===== src/rtl/parking_gate_controller_pkg.sv =====
// Shared constants, FSM state encoding and the free-spot search used by the
// parking gate controller.
package parking_gate_controller_pkg;

    localparam int NUM_SPOTS_DEF   = 8;
    localparam int GATE_CYCLES_DEF = 4;
    localparam int SPOT_W          = 3;
    localparam int COUNT_W         = 4;

    typedef enum logic [1:0] {
        ST_IDLE       = 2'd0,
        ST_ENTRY_OPEN = 2'd1,
        ST_EXIT_OPEN  = 2'd2
    } gate_state_e;

    // Lowest-index free spot; returns 0 when the lot is full (never granted then).
    function automatic logic [SPOT_W-1:0] lowest_free(input logic [NUM_SPOTS_DEF-1:0] occ);
        logic [SPOT_W-1:0] idx;
        idx = '0;
        for (int i = NUM_SPOTS_DEF - 1; i >= 0; i--) begin
            if (!occ[i]) idx = SPOT_W'(i);
        end
        return idx;
    endfunction

endpackage


===== src/rtl/parking_gate_controller_if.sv =====
// Request/response bundle between the gate hardware (master) and the controller (slave).
interface parking_gate_controller_if;
    import parking_gate_controller_pkg::*;

    logic                       entry_req;
    logic                       exit_req;
    logic [SPOT_W-1:0]          exit_spot;
    logic                       entry_ack;
    logic [SPOT_W-1:0]          entry_spot;
    logic                       entry_deny;
    logic                       exit_ack;
    logic                       exit_err;
    logic [1:0]                 gate_open;
    logic [NUM_SPOTS_DEF-1:0]   occupancy;
    logic [COUNT_W-1:0]         parked;
    logic [COUNT_W-1:0]         empty;
    logic                       full;

    modport master (
        output entry_req, exit_req, exit_spot,
        input  entry_ack, entry_spot, entry_deny, exit_ack, exit_err,
               gate_open, occupancy, parked, empty, full
    );

    modport slave (
        input  entry_req, exit_req, exit_spot,
        output entry_ack, entry_spot, entry_deny, exit_ack, exit_err,
               gate_open, occupancy, parked, empty, full
    );
endinterface


===== src/rtl/parking_gate_controller_spot_popcount.sv =====
// Population count of an occupancy-sized vector.
module spot_popcount
    import parking_gate_controller_pkg::*;
(
    input  logic [NUM_SPOTS_DEF-1:0] vec_i,
    output logic [COUNT_W-1:0]       count_o
);
    always_comb begin
        count_o = '0;
        for (int i = 0; i < NUM_SPOTS_DEF; i++) begin
            count_o = count_o + COUNT_W'(vec_i[i]);
        end
    end
endmodule


===== src/rtl/parking_gate_controller.sv =====
// Entry/exit gate sequencer for a small parking lot: allocates spots, arbitrates
// simultaneous requests round-robin and times each gate opening.
module parking_gate_controller
    import parking_gate_controller_pkg::*;
#(
    parameter int NUM_SPOTS   = NUM_SPOTS_DEF,
    parameter int GATE_CYCLES = GATE_CYCLES_DEF
) (
    input logic                     clk,
    input logic                     rst,
    parking_gate_controller_if.slave bus
);
    localparam logic [3:0] GATE_LEN = 4'(GATE_CYCLES);

    gate_state_e            state_q;
    logic [NUM_SPOTS-1:0]   occ_q;
    logic [SPOT_W-1:0]      entry_spot_q;
    logic [SPOT_W-1:0]      entry_spot_d;
    logic [1:0]             gate_open_q;
    logic [3:0]             timer_q;
    logic                   rr_exit_q;
    logic                   entry_ack_q;
    logic                   exit_ack_q;
    logic                   entry_deny_q;
    logic                   exit_err_q;

    logic full_w;
    logic entry_ok;
    logic exit_ok;
    logic grant_exit;
    logic grant_entry;
    logic deny_w;

    assign full_w       = &occ_q;
    assign entry_spot_d = lowest_free(occ_q);
    assign entry_ok     = bus.entry_req && !full_w;
    assign exit_ok      = bus.exit_req && occ_q[bus.exit_spot];
    // A full lot makes entry unserviceable, so a valid exit always wins then.
    assign grant_exit   = exit_ok && (!entry_ok || rr_exit_q);
    assign grant_entry  = entry_ok && !grant_exit;
    // In IDLE the gate timer doubles as the deny hold-off.
    assign deny_w       = bus.entry_req && !bus.exit_req && (timer_q == 4'd0);

    always_ff @(posedge clk) begin
        if (rst) begin
            state_q      <= ST_IDLE;
            occ_q        <= '0;
            entry_spot_q <= '0;
            gate_open_q  <= 2'b00;
            timer_q      <= 4'd0;
            rr_exit_q    <= 1'b1;
            entry_ack_q  <= 1'b0;
            exit_ack_q   <= 1'b0;
            entry_deny_q <= 1'b0;
            exit_err_q   <= 1'b0;
        end else begin
            entry_ack_q  <= 1'b0;
            exit_ack_q   <= 1'b0;
            entry_deny_q <= 1'b0;
            exit_err_q   <= 1'b0;
            case (state_q)
                ST_IDLE: begin
                    if (grant_exit) begin
                        occ_q[bus.exit_spot] <= 1'b0;
                        exit_ack_q           <= 1'b1;
                        gate_open_q          <= 2'b10;
                        rr_exit_q            <= 1'b0;
                        timer_q              <= GATE_LEN - 4'd1;
                        state_q              <= ST_EXIT_OPEN;
                    end else if (grant_entry) begin
                        occ_q[entry_spot_d] <= 1'b1;
                        entry_spot_q        <= entry_spot_d;
                        entry_ack_q         <= 1'b1;
                        gate_open_q         <= 2'b01;
                        rr_exit_q           <= 1'b1;
                        timer_q             <= GATE_LEN - 4'd1;
                        state_q             <= ST_ENTRY_OPEN;
                    end else begin
                        if (bus.exit_req) begin
                            exit_err_q <= 1'b1;
                        end else if (deny_w) begin
                            entry_deny_q <= 1'b1;
                        end
                        if (!bus.exit_req && deny_w) begin
                            timer_q <= GATE_LEN;
                        end else if (timer_q != 4'd0) begin
                            timer_q <= timer_q - 4'd1;
                        end
                    end
                end
                ST_ENTRY_OPEN, ST_EXIT_OPEN: begin
                    if (timer_q == 4'd0) begin
                        gate_open_q <= 2'b00;
                        state_q     <= ST_IDLE;
                    end else begin
                        timer_q <= timer_q - 4'd1;
                    end
                end
                default: begin
                    gate_open_q <= 2'b00;
                    state_q     <= ST_IDLE;
                end
            endcase
        end
    end

    assign bus.entry_ack  = entry_ack_q;
    assign bus.exit_ack   = exit_ack_q;
    assign bus.entry_deny = entry_deny_q;
    assign bus.exit_err   = exit_err_q;
    assign bus.entry_spot = entry_spot_q;
    assign bus.gate_open  = gate_open_q;
    assign bus.occupancy  = occ_q;
    assign bus.full       = full_w;

    spot_popcount u_parked (
        .vec_i   (occ_q),
        .count_o (bus.parked)
    );

    spot_popcount u_empty (
        .vec_i   (~occ_q),
        .count_o (bus.empty)
    );
endmodule


===== src/flat_wrapper.sv =====
// flat-port wrapper written by rule: the top's interface ports become plain ports
module parking_gate_controller_flat import parking_gate_controller_pkg::*;
#(
    parameter int NUM_SPOTS   = NUM_SPOTS_DEF,
    parameter int GATE_CYCLES = GATE_CYCLES_DEF
)
  (clk, rst, bus_entry_req, bus_exit_req, bus_exit_spot, bus_entry_ack, bus_entry_spot, bus_entry_deny, bus_exit_ack, bus_exit_err, bus_gate_open, bus_occupancy, bus_parked, bus_empty, bus_full);
  parking_gate_controller_if bus_i ();
  input logic clk;
  input logic rst;
  input wire logic [$bits(bus_i.entry_req)-1:0] bus_entry_req;
  input wire logic [$bits(bus_i.exit_req)-1:0] bus_exit_req;
  input wire logic [$bits(bus_i.exit_spot)-1:0] bus_exit_spot;
  output wire logic [$bits(bus_i.entry_ack)-1:0] bus_entry_ack;
  output wire logic [$bits(bus_i.entry_spot)-1:0] bus_entry_spot;
  output wire logic [$bits(bus_i.entry_deny)-1:0] bus_entry_deny;
  output wire logic [$bits(bus_i.exit_ack)-1:0] bus_exit_ack;
  output wire logic [$bits(bus_i.exit_err)-1:0] bus_exit_err;
  output wire logic [$bits(bus_i.gate_open)-1:0] bus_gate_open;
  output wire logic [$bits(bus_i.occupancy)-1:0] bus_occupancy;
  output wire logic [$bits(bus_i.parked)-1:0] bus_parked;
  output wire logic [$bits(bus_i.empty)-1:0] bus_empty;
  output wire logic [$bits(bus_i.full)-1:0] bus_full;
  assign bus_i.entry_req = bus_entry_req;
  assign bus_i.exit_req = bus_exit_req;
  assign bus_i.exit_spot = bus_exit_spot;
  assign bus_entry_ack = bus_i.entry_ack;
  assign bus_entry_spot = bus_i.entry_spot;
  assign bus_entry_deny = bus_i.entry_deny;
  assign bus_exit_ack = bus_i.exit_ack;
  assign bus_exit_err = bus_i.exit_err;
  assign bus_gate_open = bus_i.gate_open;
  assign bus_occupancy = bus_i.occupancy;
  assign bus_parked = bus_i.parked;
  assign bus_empty = bus_i.empty;
  assign bus_full = bus_i.full;
  parking_gate_controller #(.NUM_SPOTS(NUM_SPOTS), .GATE_CYCLES(GATE_CYCLES)) u_core (.clk(clk), .rst(rst), .bus(bus_i));
endmodule

===== config.mk =====
export PLATFORM = sky130hd
export DESIGN_NAME = parking_gate_controller_flat
export DESIGN_NICKNAME = d
export VERILOG_FILES = /design/src/rtl/parking_gate_controller_pkg.sv /design/src/rtl/parking_gate_controller_if.sv /design/src/rtl/parking_gate_controller_spot_popcount.sv /design/src/rtl/parking_gate_controller.sv /design/src/flat_wrapper.sv
export SDC_FILE = /design/constraint.sdc
export NUM_CORES = 1
export LEC_CHECK = 0
export BUFFER_PORTS_ARGS = -buffer_cell sky130_fd_sc_hd__clkbuf_2
export CORE_MARGIN = 2
export CORE_UTILIZATION = 54
export CTS_CLUSTER_SIZE = 12
export DETAILED_ROUTE_END_ITERATION = 7
export GPL_TIMING_DRIVEN = 0
export HOLD_SLACK_MARGIN = 0.12
export PLACE_DENSITY = 0.79
export RECOVER_POWER = 25
export SLEW_MARGIN = 30
export SYNTH_ARGS = -nofsm -noshare
export SYNTH_HDL_FRONTEND = slang
export SYNTH_SLANG_ARGS = --single-unit

===== constraint.sdc =====
create_clock -name clk -period 4.3 [get_ports clk]
set_input_delay 0.86 -clock clk [delete_from_list [all_inputs] [get_ports clk]]
set_output_delay 0.86 -clock clk [all_outputs]
set_load 0.01 [all_outputs]

==> flow_summary.html, run 1 <==
<table>
<tr><th>Metric</th><th>Value</th></tr>
<tr><th colspan="2">Outcome</th></tr>
<tr><td>Status</td><td>complete, no violations</td></tr>
<tr><th colspan="2">Pwr</th></tr>
<tr><td>Power per standard cell area</td><td>405 nW/um^2</td></tr>
<tr><td>Internal power consumption</td><td>0.459 mW</td></tr>
<tr><td>Seq pwr share</td><td>34.8%</td></tr>
<tr><td>Sw Ratio</td><td>38.2%</td></tr>
<tr><td>Standby leakage power</td><td>0.766 nW</td></tr>
<tr><td>Clk network pwr share</td><td>22.1%</td></tr>
<tr><td>Net switching power figure</td><td>0.283 mW</td></tr>
<tr><td>Portion of total power attributed to combinational logic</td><td>43.0%</td></tr>
<tr><td>Worst supply voltage drop on vdd</td><td>0.321 mV</td></tr>
<tr><th colspan="2">Clock tree</th></tr>
<tr><td>CTS clk-pin slew, worst paths</td><td>0.13 ns</td></tr>
<tr><td>TritonCTS buffer count</td><td>3</td></tr>
<tr><td>Total number of H-tree levels</td><td>1</td></tr>
<tr><td>Hold-fix buffers, CTS</td><td>0</td></tr>
<tr><td>Root buffer selected by CTS</td><td>sky130_fd_sc_hd__clkbuf_4</td></tr>
<tr><td>Clock tree sinks</td><td>22</td></tr>
<tr><td>Maximum count of clock buffers along a single path</td><td>2</td></tr>
<tr><td>Clock insertion delay at the later pin of the skew report</td><td>0.32 ns</td></tr>
<tr><td>CTS tree</td><td>built</td></tr>
<tr><th colspan="2">Die</th></tr>
<tr><td>Vertical die dimension</td><td>58.4 microns</td></tr>
<tr><td>Number of rows created at floorplan</td><td>19</td></tr>
<tr><td>Die Area</td><td>3410 sq um</td></tr>
<tr><td>Width of the chip</td><td>58.4 microns</td></tr>
<tr><td>Core footprint</td><td>2780 sq um</td></tr>
<tr><td>Top-level I/O count</td><td>33</td></tr>
<tr><td>Initial cell density of the core</td><td>57.5%</td></tr>
<tr><th colspan="2">Timing</th></tr>
<tr><td>Minimum clock period</td><td>4.16 ns</td></tr>
<tr><td>Final worst path period share</td><td>96.8%</td></tr>
<tr><td>Post-layout worst setup margin</td><td>0.136 ns</td></tr>
<tr><td>Highest clock frequency the design can meet</td><td>240 MHz</td></tr>
<tr><td>Final-report setup violation count</td><td>0</td></tr>
<tr><td>Worst slew margin relative to its limit</td><td>66.0%</td></tr>
<tr><td>Endpoints failing hold</td><td>0</td></tr>
<tr><td>Worst Max-Slew Pin Slew</td><td>0.509 ns</td></tr>
<tr><td>Post-Route Skew</td><td>0.00294 ns</td></tr>
<tr><td>RSZ-0062 raised after global routing</td><td>no</td></tr>
<tr><td>Number of max-slew violations in the final report</td><td>0</td></tr>
<tr><td>Post-route setup TNS</td><td>0 ns</td></tr>
<tr><th colspan="2">Route</th></tr>
<tr><td>Detailed Routing Iterations Pass 1</td><td>4</td></tr>
<tr><td>Vias after detailed routing</td><td>1522</td></tr>
<tr><td>Aggregate routed wire length</td><td>3810 microns</td></tr>
<tr><td>DRC violation total after the first TritonRoute iteration</td><td>43</td></tr>
<tr><td>Antenna-violating nets left</td><td>0</td></tr>
<tr><td>Topmost layer with routed signal wires</td><td>met4</td></tr>
<tr><td>Routed metal-1 wire length</td><td>1470 microns</td></tr>
<tr><td>Routed length on met3</td><td>262 microns</td></tr>
<tr><td>Vias/cell</td><td>6.16</td></tr>
<tr><td>Detail-routed net length per standard cell</td><td>15.4 microns</td></tr>
<tr><td>Detailed route wirelength on metal2</td><td>2000 microns</td></tr>
<tr><td>DR DRC count</td><td>0</td></tr>
<tr><th colspan="2">Cells and area</th></tr>
<tr><td>Most common library cell in the layout ignoring fill and taps</td><td>sky130_fd_sc_hd__inv_1</td></tr>
<tr><td>Count of antenna diodes in the layout</td><td>0</td></tr>
<tr><td>Commonest cells after routing, fill and taps aside</td><td>sky130_fd_sc_hd__inv_1 (22), sky130_fd_sc_hd__clkbuf_2 (20), sky130_fd_sc_hd__dfxtp_1 (19), sky130_fd_sc_hd__nand2_1 (14)</td></tr>
<tr><td>Fraction of layout instances using a drive strength above 1</td><td>18.1%</td></tr>
<tr><td>Fin nets</td><td>244</td></tr>
<tr><td>Relative area change from synthesis to final layout</td><td>14.6%</td></tr>
<tr><th colspan="2">Logic synthesis</th></tr>
<tr><td>Post-synthesis instance total</td><td>183</td></tr>
<tr><td>Synthesized area</td><td>1600 sq um</td></tr>
<tr><td>Syn. warnings</td><td>0</td></tr>
<tr><td>Flops &amp; latches, synth</td><td>22</td></tr>
<tr><td>Post-Synthesis Net Count</td><td>210</td></tr>
<tr><td>Number of distinct library cells after synthesis</td><td>49</td></tr>
<tr><td>Synth Flop Type</td><td>sky130_fd_sc_hd__dfxtp_1</td></tr>
<tr><td>Syn avg cell area</td><td>8.74 sq um</td></tr>
<tr><td>Sequential cell area fraction in the yosys report</td><td>27.5%</td></tr>
<tr><td>Fraction of registers with async set/reset</td><td>0%</td></tr>
<tr><td>Post-synth EDFFs</td><td>0</td></tr>
<tr><th colspan="2">Placed design</th></tr>
<tr><td>Count of port buffers added during placement</td><td>29</td></tr>
<tr><td>DP Wirelength</td><td>2950 microns</td></tr>
<tr><td>Placer's final routability congestion estimate</td><td>0.874</td></tr>
<tr><td>Minimum setup slack after placement</td><td>0.348 ns</td></tr>
<tr><th colspan="2">Setup path</th></tr>
<tr><td>Worst r2r src</td><td>u_core.bus.occupancy[2]</td></tr>
<tr><td>Worst Path Required</td><td>3.44 ns</td></tr>
<tr><td>Critical path startpoint</td><td>u_core.bus.occupancy[0]</td></tr>
<tr><td>Critical path class</td><td>reg2out</td></tr>
<tr><td>Slowest stage cell, crit path</td><td>sky130_fd_sc_hd__fa_1</td></tr>
<tr><td>Worst path top cell family by delay</td><td>adder cells</td></tr>
<tr><td>Cell breakdown of the critical path</td><td>inv_2 -&gt; fa_1 -&gt; fa_1 -&gt; fa_1 -&gt; inv_1 -&gt; ha_1 -&gt; fa_1 -&gt; xor2_1 -&gt; clkbuf_2</td></tr>
<tr><td>Maximum fanout count along the critical path</td><td>7</td></tr>
<tr><td>Crit-path max cell delay</td><td>0.59 ns</td></tr>
<tr><td>Count of buffering cells on the critical path with inverters included</td><td>3</td></tr>
<tr><td>Crit end category</td><td>output pin</td></tr>
<tr><td>Arrival time worst endpoint</td><td>3.30 ns</td></tr>
<tr><td>Kind of start point of the critical path</td><td>register</td></tr>
<tr><td>Critical Path Most Common Cell</td><td>sky130_fd_sc_hd__fa_1</td></tr>
<tr><th colspan="2">Hold path</th></tr>
<tr><td>Worst Hold Class</td><td>reg2reg</td></tr>
<tr><td>Start point of the worst hold path</td><td>u_core.bus.entry_spot[0]</td></tr>
<tr><th colspan="2">Global routing</th></tr>
<tr><td>Grt total ovfl</td><td>0</td></tr>
<tr><td>Global-route wire length before repair</td><td>6330 microns</td></tr>
<tr><td>Number of global-route vias before repair</td><td>1506</td></tr>
<tr><td>Total global-route track usage</td><td>23.9%</td></tr>
<tr><td>Pin count of the biggest net entering global routing</td><td>14</td></tr>
<tr><td>Initial antenna violation count</td><td>0</td></tr>
<tr><th colspan="2">Job</th></tr>
<tr><td>Number of maximum-capacitance constraint violations</td><td>0</td></tr>
</table>
sequential cells by signal, indices dropped and copies added (netlist names):
name,count
u_core.bus.exit_err,1
u_core.bus.entry_ack,1
u_core.state_q,2
u_core.rr_exit_q,1
u_core.bus.occupancy,8
u_core.bus.entry_deny,1
u_core.bus.exit_ack,1
u_core.timer_q,4
u_core.bus.entry_spot,3
final timing paths:
path	end	slack (ns)	cells after the start
hold / removal	u_core.bus.entry_spot[0]	0.49	2
setup / recovery	bus_parked[2]	0.14	9
setup reg to reg	u_core.bus.occupancy[4]	2.03	6
hold reg to reg	u_core.bus.entry_spot[0]	0.49	2
synthesized netlist by cell type (all sizes together) (2+ instances only):
cell / instances / area (sq um)
nor4: 3 / 18.8
nand4: 3 / 18.8
nand2: 15 / 58.8
nor3: 5 / 25.0
o21ai: 11 / 55.1
nand2b: 6 / 37.5
fa: 8 / 160
buf: 4 / 32.5
nor2b: 3 / 18.8
o311ai: 3 / 26.3
a21oi: 12 / 60.1
mux2i: 3 / 30.0
clkbuf: 2 / 7.51
nor3b: 2 / 15.0
inv: 23 / 86.3
xor2: 2 / 17.5
a221oi: 2 / 17.5
a2111oi: 2 / 23.8
nand3: 5 / 25.0
or4: 2 / 15.0
dfxtp: 22 / 440
a31oi: 3 / 33.8
nor2: 7 / 26.3
ha: 12 / 150
o31ai: 5 / 37.5
worst register-to-register path, stage by stage, from the launching register on:
cell	delay [ns]
sky130_fd_sc_hd__dfxtp_1	0.51
sky130_fd_sc_hd__mux2i_1	0.14
sky130_fd_sc_hd__o32ai_2	0.26
sky130_fd_sc_hd__o31ai_1	0.17
sky130_fd_sc_hd__o21bai_2	0.30
sky130_fd_sc_hd__or4_1	0.52
sky130_fd_sc_hd__a32o_1	0.27
layer usage:
| metal | vias to the layer above | GRT usage (%) |
|---|---|---|
| li1 | 728 | - |
| met1 | 717 | 26.8 |
| met2 | 69 | 42.7 |
| met3 | 8 | 2.86 |
| met4 | 0 | 15.0 |
| met5 | - | 0 |
power by group through the flow:
stage / combinational [mW] / sequential, mW / clock (mW)
floorplan: 0.230 / 0.259 / 0
global route: 0.361 / 0.263 / 0.171
detailed placement: 0.316 / 0.261 / 0
global placement: 0.298 / 0.259 / 0
CTS: 0.319 / 0.257 / 0.164
finish: 0.319 / 0.258 / 0.164
cell type report:
cell class	instances	area, sq um
multi-input cells	131	1030
fillers	217	947
flip-flops and latches	22	449
repair buffers	29	134
inverters	24	90.1
plain buffers	6	40.0
well taps	31	38.8
clock inverters	1	30.0
clock buffers	3	22.5
repair_timing:
item / in CTS / in global routing
gates resized for setup: 2 / 3
gates cloned: 0 / 0
setup buffers: 0 / 0
endpoints found under the setup margin: 1 / 1
kinds of logic (layout without fill, tap and decap cells):
kind of cell | Yosys count | after routing | share of synthesized area [%]
mux | 3 | 3 | 1.88
flops | 22 | 22 | 27.5
simple gates | 55 | 55 | 18.1
fa+ha+maj | 20 | 20 | 19.4
buf+inv | 30 | 63 | 8.13
xor+xnor | 2 | 2 | 1.09
compound gates | 51 | 51 | 23.9
per-stage QoR:
stage	util [%]	cells	power [mW]	area, sq um	hold slack (ns)
2_1_floorplan	-	183	0.489	1600	0.480
3_3_place_gp	64.1	243	0.557	1780	0.461
3_5_place_dp	64.1	243	0.577	1780	0.470
4_1_cts	66.1	247	0.740	1840	0.490
5_1_grt	65.9	247	0.795	1830	0.513
6_report	65.9	247	0.742	1830	0.490
No activity file was read; power rests on OpenSTA's default activity.
==> inputs of run 2 (changes only) <==
--- a/config.mk
+++ b/config.mk
@@ -7,12 +7,11 @@
 export LEC_CHECK = 0
 export BUFFER_PORTS_ARGS = -buffer_cell sky130_fd_sc_hd__clkbuf_2
 export CORE_MARGIN = 2
-export CORE_UTILIZATION = 54
+export CORE_UTILIZATION = 25
 export CTS_CLUSTER_SIZE = 12
 export DETAILED_ROUTE_END_ITERATION = 7
 export GPL_TIMING_DRIVEN = 0
 export HOLD_SLACK_MARGIN = 0.12
-export PLACE_DENSITY = 0.79
 export RECOVER_POWER = 25
 export SLEW_MARGIN = 30
 export SYNTH_ARGS = -nofsm -noshare
==> run 2 against run 1 <==
Clock skew increased by 0.0047 ns. Clock power decreased by 20%. Fmax up 0.89%. Final cell count grew 18%. Sequential cell count did not move. Die area is 110% higher. Clock-buffer cell count unchanged. Critical path depth stayed put. Via count fell by 6.2%. Utilization decreased by 36 points.
==> flow_summary.html, run 2 (same netlist as run 1, synthesis figures left out) <==
<table>
<tr><th>Metric</th><th>Value</th></tr>
<tr><th colspan="2">Outcome</th></tr>
<tr><td>Status</td><td>complete, no violations</td></tr>
<tr><th colspan="2">Cells and area</th></tr>
<tr><td>Fraction of layout instances using a drive strength above 1</td><td>17.7% (-0.38 points)</td></tr>
<tr><td>Flip-flop count of the largest register after layout</td><td>8 (unchanged)</td></tr>
<tr><td>Commonest cells after routing, fill and taps aside</td><td>sky130_fd_sc_hd__inv_1 (22), sky130_fd_sc_hd__clkbuf_2 (20), sky130_fd_sc_hd__dfxtp_1 (19), sky130_fd_sc_hd__nand2_1 (14)</td></tr>
<tr><td>Most common library cell in the layout ignoring fill and taps</td><td>sky130_fd_sc_hd__inv_1</td></tr>
<tr><td>Fin nets</td><td>244 (unchanged)</td></tr>
<tr><td>Relative area change from synthesis to final layout</td><td>17.2%</td></tr>
<tr><td>Count of antenna diodes in the layout</td><td>0 (unchanged)</td></tr>
<tr><td>Fill cell total of the finished layout</td><td>681 (+210%)</td></tr>
<tr><th colspan="2">Global routing</th></tr>
<tr><td>Global-route wire length before repair</td><td>6600 microns (+4.3%)</td></tr>
<tr><td>Initial antenna violation count</td><td>0 (unchanged)</td></tr>
<tr><td>Total global-route track usage</td><td>11.5% (-12 points)</td></tr>
<tr><td>Number of global-route vias before repair</td><td>1401 (-7.0%)</td></tr>
<tr><td>Pin count of the biggest net entering global routing</td><td>12 (-2)</td></tr>
<tr><td>Grt total ovfl</td><td>0 (unchanged)</td></tr>
<tr><th colspan="2">Pwr</th></tr>
<tr><td>Standby leakage power</td><td>0.759 nW (-0.91%)</td></tr>
<tr><td>Post-layout total power</td><td>0.698 mW (-6.0%)</td></tr>
<tr><td>Worst supply voltage drop on vdd</td><td>0.199 mV (-38%)</td></tr>
<tr><td>Power per standard cell area</td><td>372 nW/um^2 (-8.1%)</td></tr>
<tr><th colspan="2">Setup path</th></tr>
<tr><td>Capturing point of the worst reg2reg path</td><td>u_core.bus.occupancy[4]</td></tr>
<tr><td>Worst-case reg-to-reg path depth</td><td>6 (unchanged)</td></tr>
<tr><td>Maximum fanout count along the critical path</td><td>7 (unchanged)</td></tr>
<tr><td>Arrival time worst endpoint</td><td>3.27 ns (-0.03 ns)</td></tr>
<tr><td>Worst r2r src</td><td>u_core.bus.occupancy[0]</td></tr>
<tr><td>Crit end category</td><td>output pin</td></tr>
<tr><td>Worst reg2reg setup slack</td><td>1.95 ns (-0.08 ns)</td></tr>
<tr><td>Worst Path Required</td><td>3.44 ns (about the same)</td></tr>
<tr><td>Critical path class</td><td>reg2out</td></tr>
<tr><td>Kind of start point of the critical path</td><td>register</td></tr>
<tr><th colspan="2">Placed design</th></tr>
<tr><td>Placer's final routability congestion estimate</td><td>0.785 (-10%)</td></tr>
<tr><td>DP Wirelength</td><td>3080 microns (+4.4%)</td></tr>
<tr><td>Count of port buffers added during placement</td><td>29 (unchanged)</td></tr>
<tr><th colspan="2">Clock tree</th></tr>
<tr><td>Post-CTS repair timing setup buffer count</td><td>0 (unchanged)</td></tr>
<tr><td>Clock insertion delay at the later pin of the skew report</td><td>0.27 ns (-0.05 ns)</td></tr>
<tr><td>CTS clk-pin slew, worst paths</td><td>0.08 ns (-0.05 ns)</td></tr>
<tr><td>Total number of H-tree levels</td><td>1 (unchanged)</td></tr>
<tr><td>Cells resized by post-CTS repair</td><td>1 (-1)</td></tr>
<tr><td>Hold-fix buffers, CTS</td><td>0 (unchanged)</td></tr>
<tr><td>Clock tree sinks</td><td>22 (unchanged)</td></tr>
<tr><td>Root buffer selected by CTS</td><td>sky130_fd_sc_hd__clkbuf_8</td></tr>
<tr><td>CTS tree</td><td>built</td></tr>
<tr><td>TritonCTS buffer count</td><td>3 (unchanged)</td></tr>
<tr><td>Maximum count of clock buffers along a single path</td><td>2 (unchanged)</td></tr>
<tr><th colspan="2">Timing</th></tr>
<tr><td>RSZ-0062 raised after global routing</td><td>no</td></tr>
<tr><td>Post-Route Skew</td><td>0.00761 ns (+0.00467 ns)</td></tr>
<tr><td>Worst slew margin relative to its limit</td><td>61.3% (-4.7 points)</td></tr>
<tr><td>Worst Max-Slew Pin Slew</td><td>0.575 ns (+0.0653 ns)</td></tr>
<tr><td>Highest clock frequency the design can meet</td><td>242 MHz (+0.89%)</td></tr>
<tr><td>Number of max-slew violations in the final report</td><td>0 (unchanged)</td></tr>
<tr><td>Minimum clock period</td><td>4.13 ns (-0.0367 ns)</td></tr>
<tr><td>Final-report setup violation count</td><td>0 (unchanged)</td></tr>
<tr><td>Endpoints failing hold</td><td>0 (unchanged)</td></tr>
<tr><td>Final worst path period share</td><td>96.0% (-0.85 points)</td></tr>
<tr><td>Post-route setup TNS</td><td>0 ns (unchanged)</td></tr>
<tr><th colspan="2">Hold path</th></tr>
<tr><td>Worst Hold Path Cells</td><td>2 (unchanged)</td></tr>
<tr><td>Hold EP</td><td>u_core.bus.entry_spot[2]</td></tr>
<tr><td>Worst Hold Class</td><td>reg2reg</td></tr>
<tr><td>Start point of the worst hold path</td><td>u_core.bus.entry_spot[2]</td></tr>
<tr><th colspan="2">Die</th></tr>
<tr><td>Number of rows created at floorplan</td><td>29 (+10)</td></tr>
<tr><td>Core footprint</td><td>6280 sq um (+130%)</td></tr>
<tr><td>Width of the chip</td><td>84.0 microns (+44%)</td></tr>
<tr><td>Vertical die dimension</td><td>84.0 microns (+44%)</td></tr>
<tr><td>Initial cell density of the core</td><td>25.5% (-32 points)</td></tr>
<tr><td>Top-level I/O count</td><td>33 (unchanged)</td></tr>
<tr><td>Die Area</td><td>7060 sq um (+110%)</td></tr>
<tr><th colspan="2">Route</th></tr>
<tr><td>DR DRC count</td><td>0 (unchanged)</td></tr>
<tr><td>Detailed Routing Iterations Pass 1</td><td>4 (unchanged)</td></tr>
<tr><td>Detail-routed net length per standard cell</td><td>13.5 microns (-13%)</td></tr>
<tr><td>Vias/cell</td><td>4.89 (-21%)</td></tr>
<tr><td>Aggregate routed wire length</td><td>3930 microns (+3.1%)</td></tr>
<tr><td>Antenna-violating nets left</td><td>0 (unchanged)</td></tr>
<tr><td>DRC violation total after the first TritonRoute iteration</td><td>38 (-12%)</td></tr>
<tr><td>Vias after detailed routing</td><td>1427 (-6.2%)</td></tr>
<tr><th colspan="2">Job</th></tr>
<tr><td>Number of maximum-capacitance constraint violations</td><td>0 (unchanged)</td></tr>
</table>
==> run 2: cell count changes in the layout (fill, tap and decap cells not counted), sizes merged <==
| cell | delta |
|---|---|
| bufinv | -1 |
==> run 2: layout make-up <==
type                    instances  area [sq um]  area share [%]
repair buffers                 29           134            7.14
multi-input cells             131          1030            54.9
flip-flops and latches         22           444            23.7
well taps                      77          96.3            5.14
inverters                      24          90.1            4.80
clock buffers                   3          41.3            2.20
plain buffers                   6          40.0            2.13
==> run 2: layer usage <==
metal | GRT usage [%] | part of all wire [%]
met5 | 0 | 0
met4 | 1.61 | 0.31
met3 | 3.36 | 5.6
met2 | 19.6 | 49
met1 | 14.7 | 45
==> run 2: report_power, final <==
group	switching, mW	internal, mW
logic	0.179	0.131
clock network	0.0679	0.0626
registers	0.0255	0.232
total	0.273	0.425
==> run 2: how the worst max path moves through the flow <==
stage	from	to	slack, ns	cells after the start
final	u_core.bus.occupancy[0]	bus_parked[2]	0.17	9
after global routing	u_core.bus.occupancy[1]	bus_parked[2]	0.005	9
after floorplan	u_core.bus.occupancy[1]	bus_parked[2]	0.52	8
after CTS	u_core.bus.occupancy[0]	bus_parked[2]	0.02	9
after detailed placement	u_core.bus.occupancy[1]	bus_parked[2]	0.32	9
after global placement	u_core.bus.occupancy[1]	bus_parked[2]	0.35	9
==> run 2: critical path, cell delays in order (launching register included) <==
cell and delay, ns:
sky130_fd_sc_hd__dfxtp_2 0.43, sky130_fd_sc_hd__inv_2 0.12, sky130_fd_sc_hd__fa_1 0.57, sky130_fd_sc_hd__fa_1 0.43
sky130_fd_sc_hd__fa_1 0.50, sky130_fd_sc_hd__inv_1 0.05, sky130_fd_sc_hd__ha_1 0.20, sky130_fd_sc_hd__fa_1 0.38
sky130_fd_sc_hd__xor2_1 0.17, sky130_fd_sc_hd__clkbuf_2 0.15
==> run 2: per-stage QoR <==
| step | worst slack (ns) | std cells | util, % | hold WS (ns) | cell area [sq um] |
|---|---|---|---|---|---|
| finish | 0.173 | 292 | 29.9 | 0.474 | 1880 |
| global route | 0.00542 | 292 | 29.9 | 0.501 | 1880 |
| CTS | 0.0195 | 292 | 30.0 | 0.475 | 1880 |
| detailed placement | 0.318 | 289 | 29.3 | 0.462 | 1840 |
| global placement | 0.349 | 289 | 29.3 | 0.460 | 1840 |
| floorplan | 0.519 | 183 | - | 0.480 | 1600 |
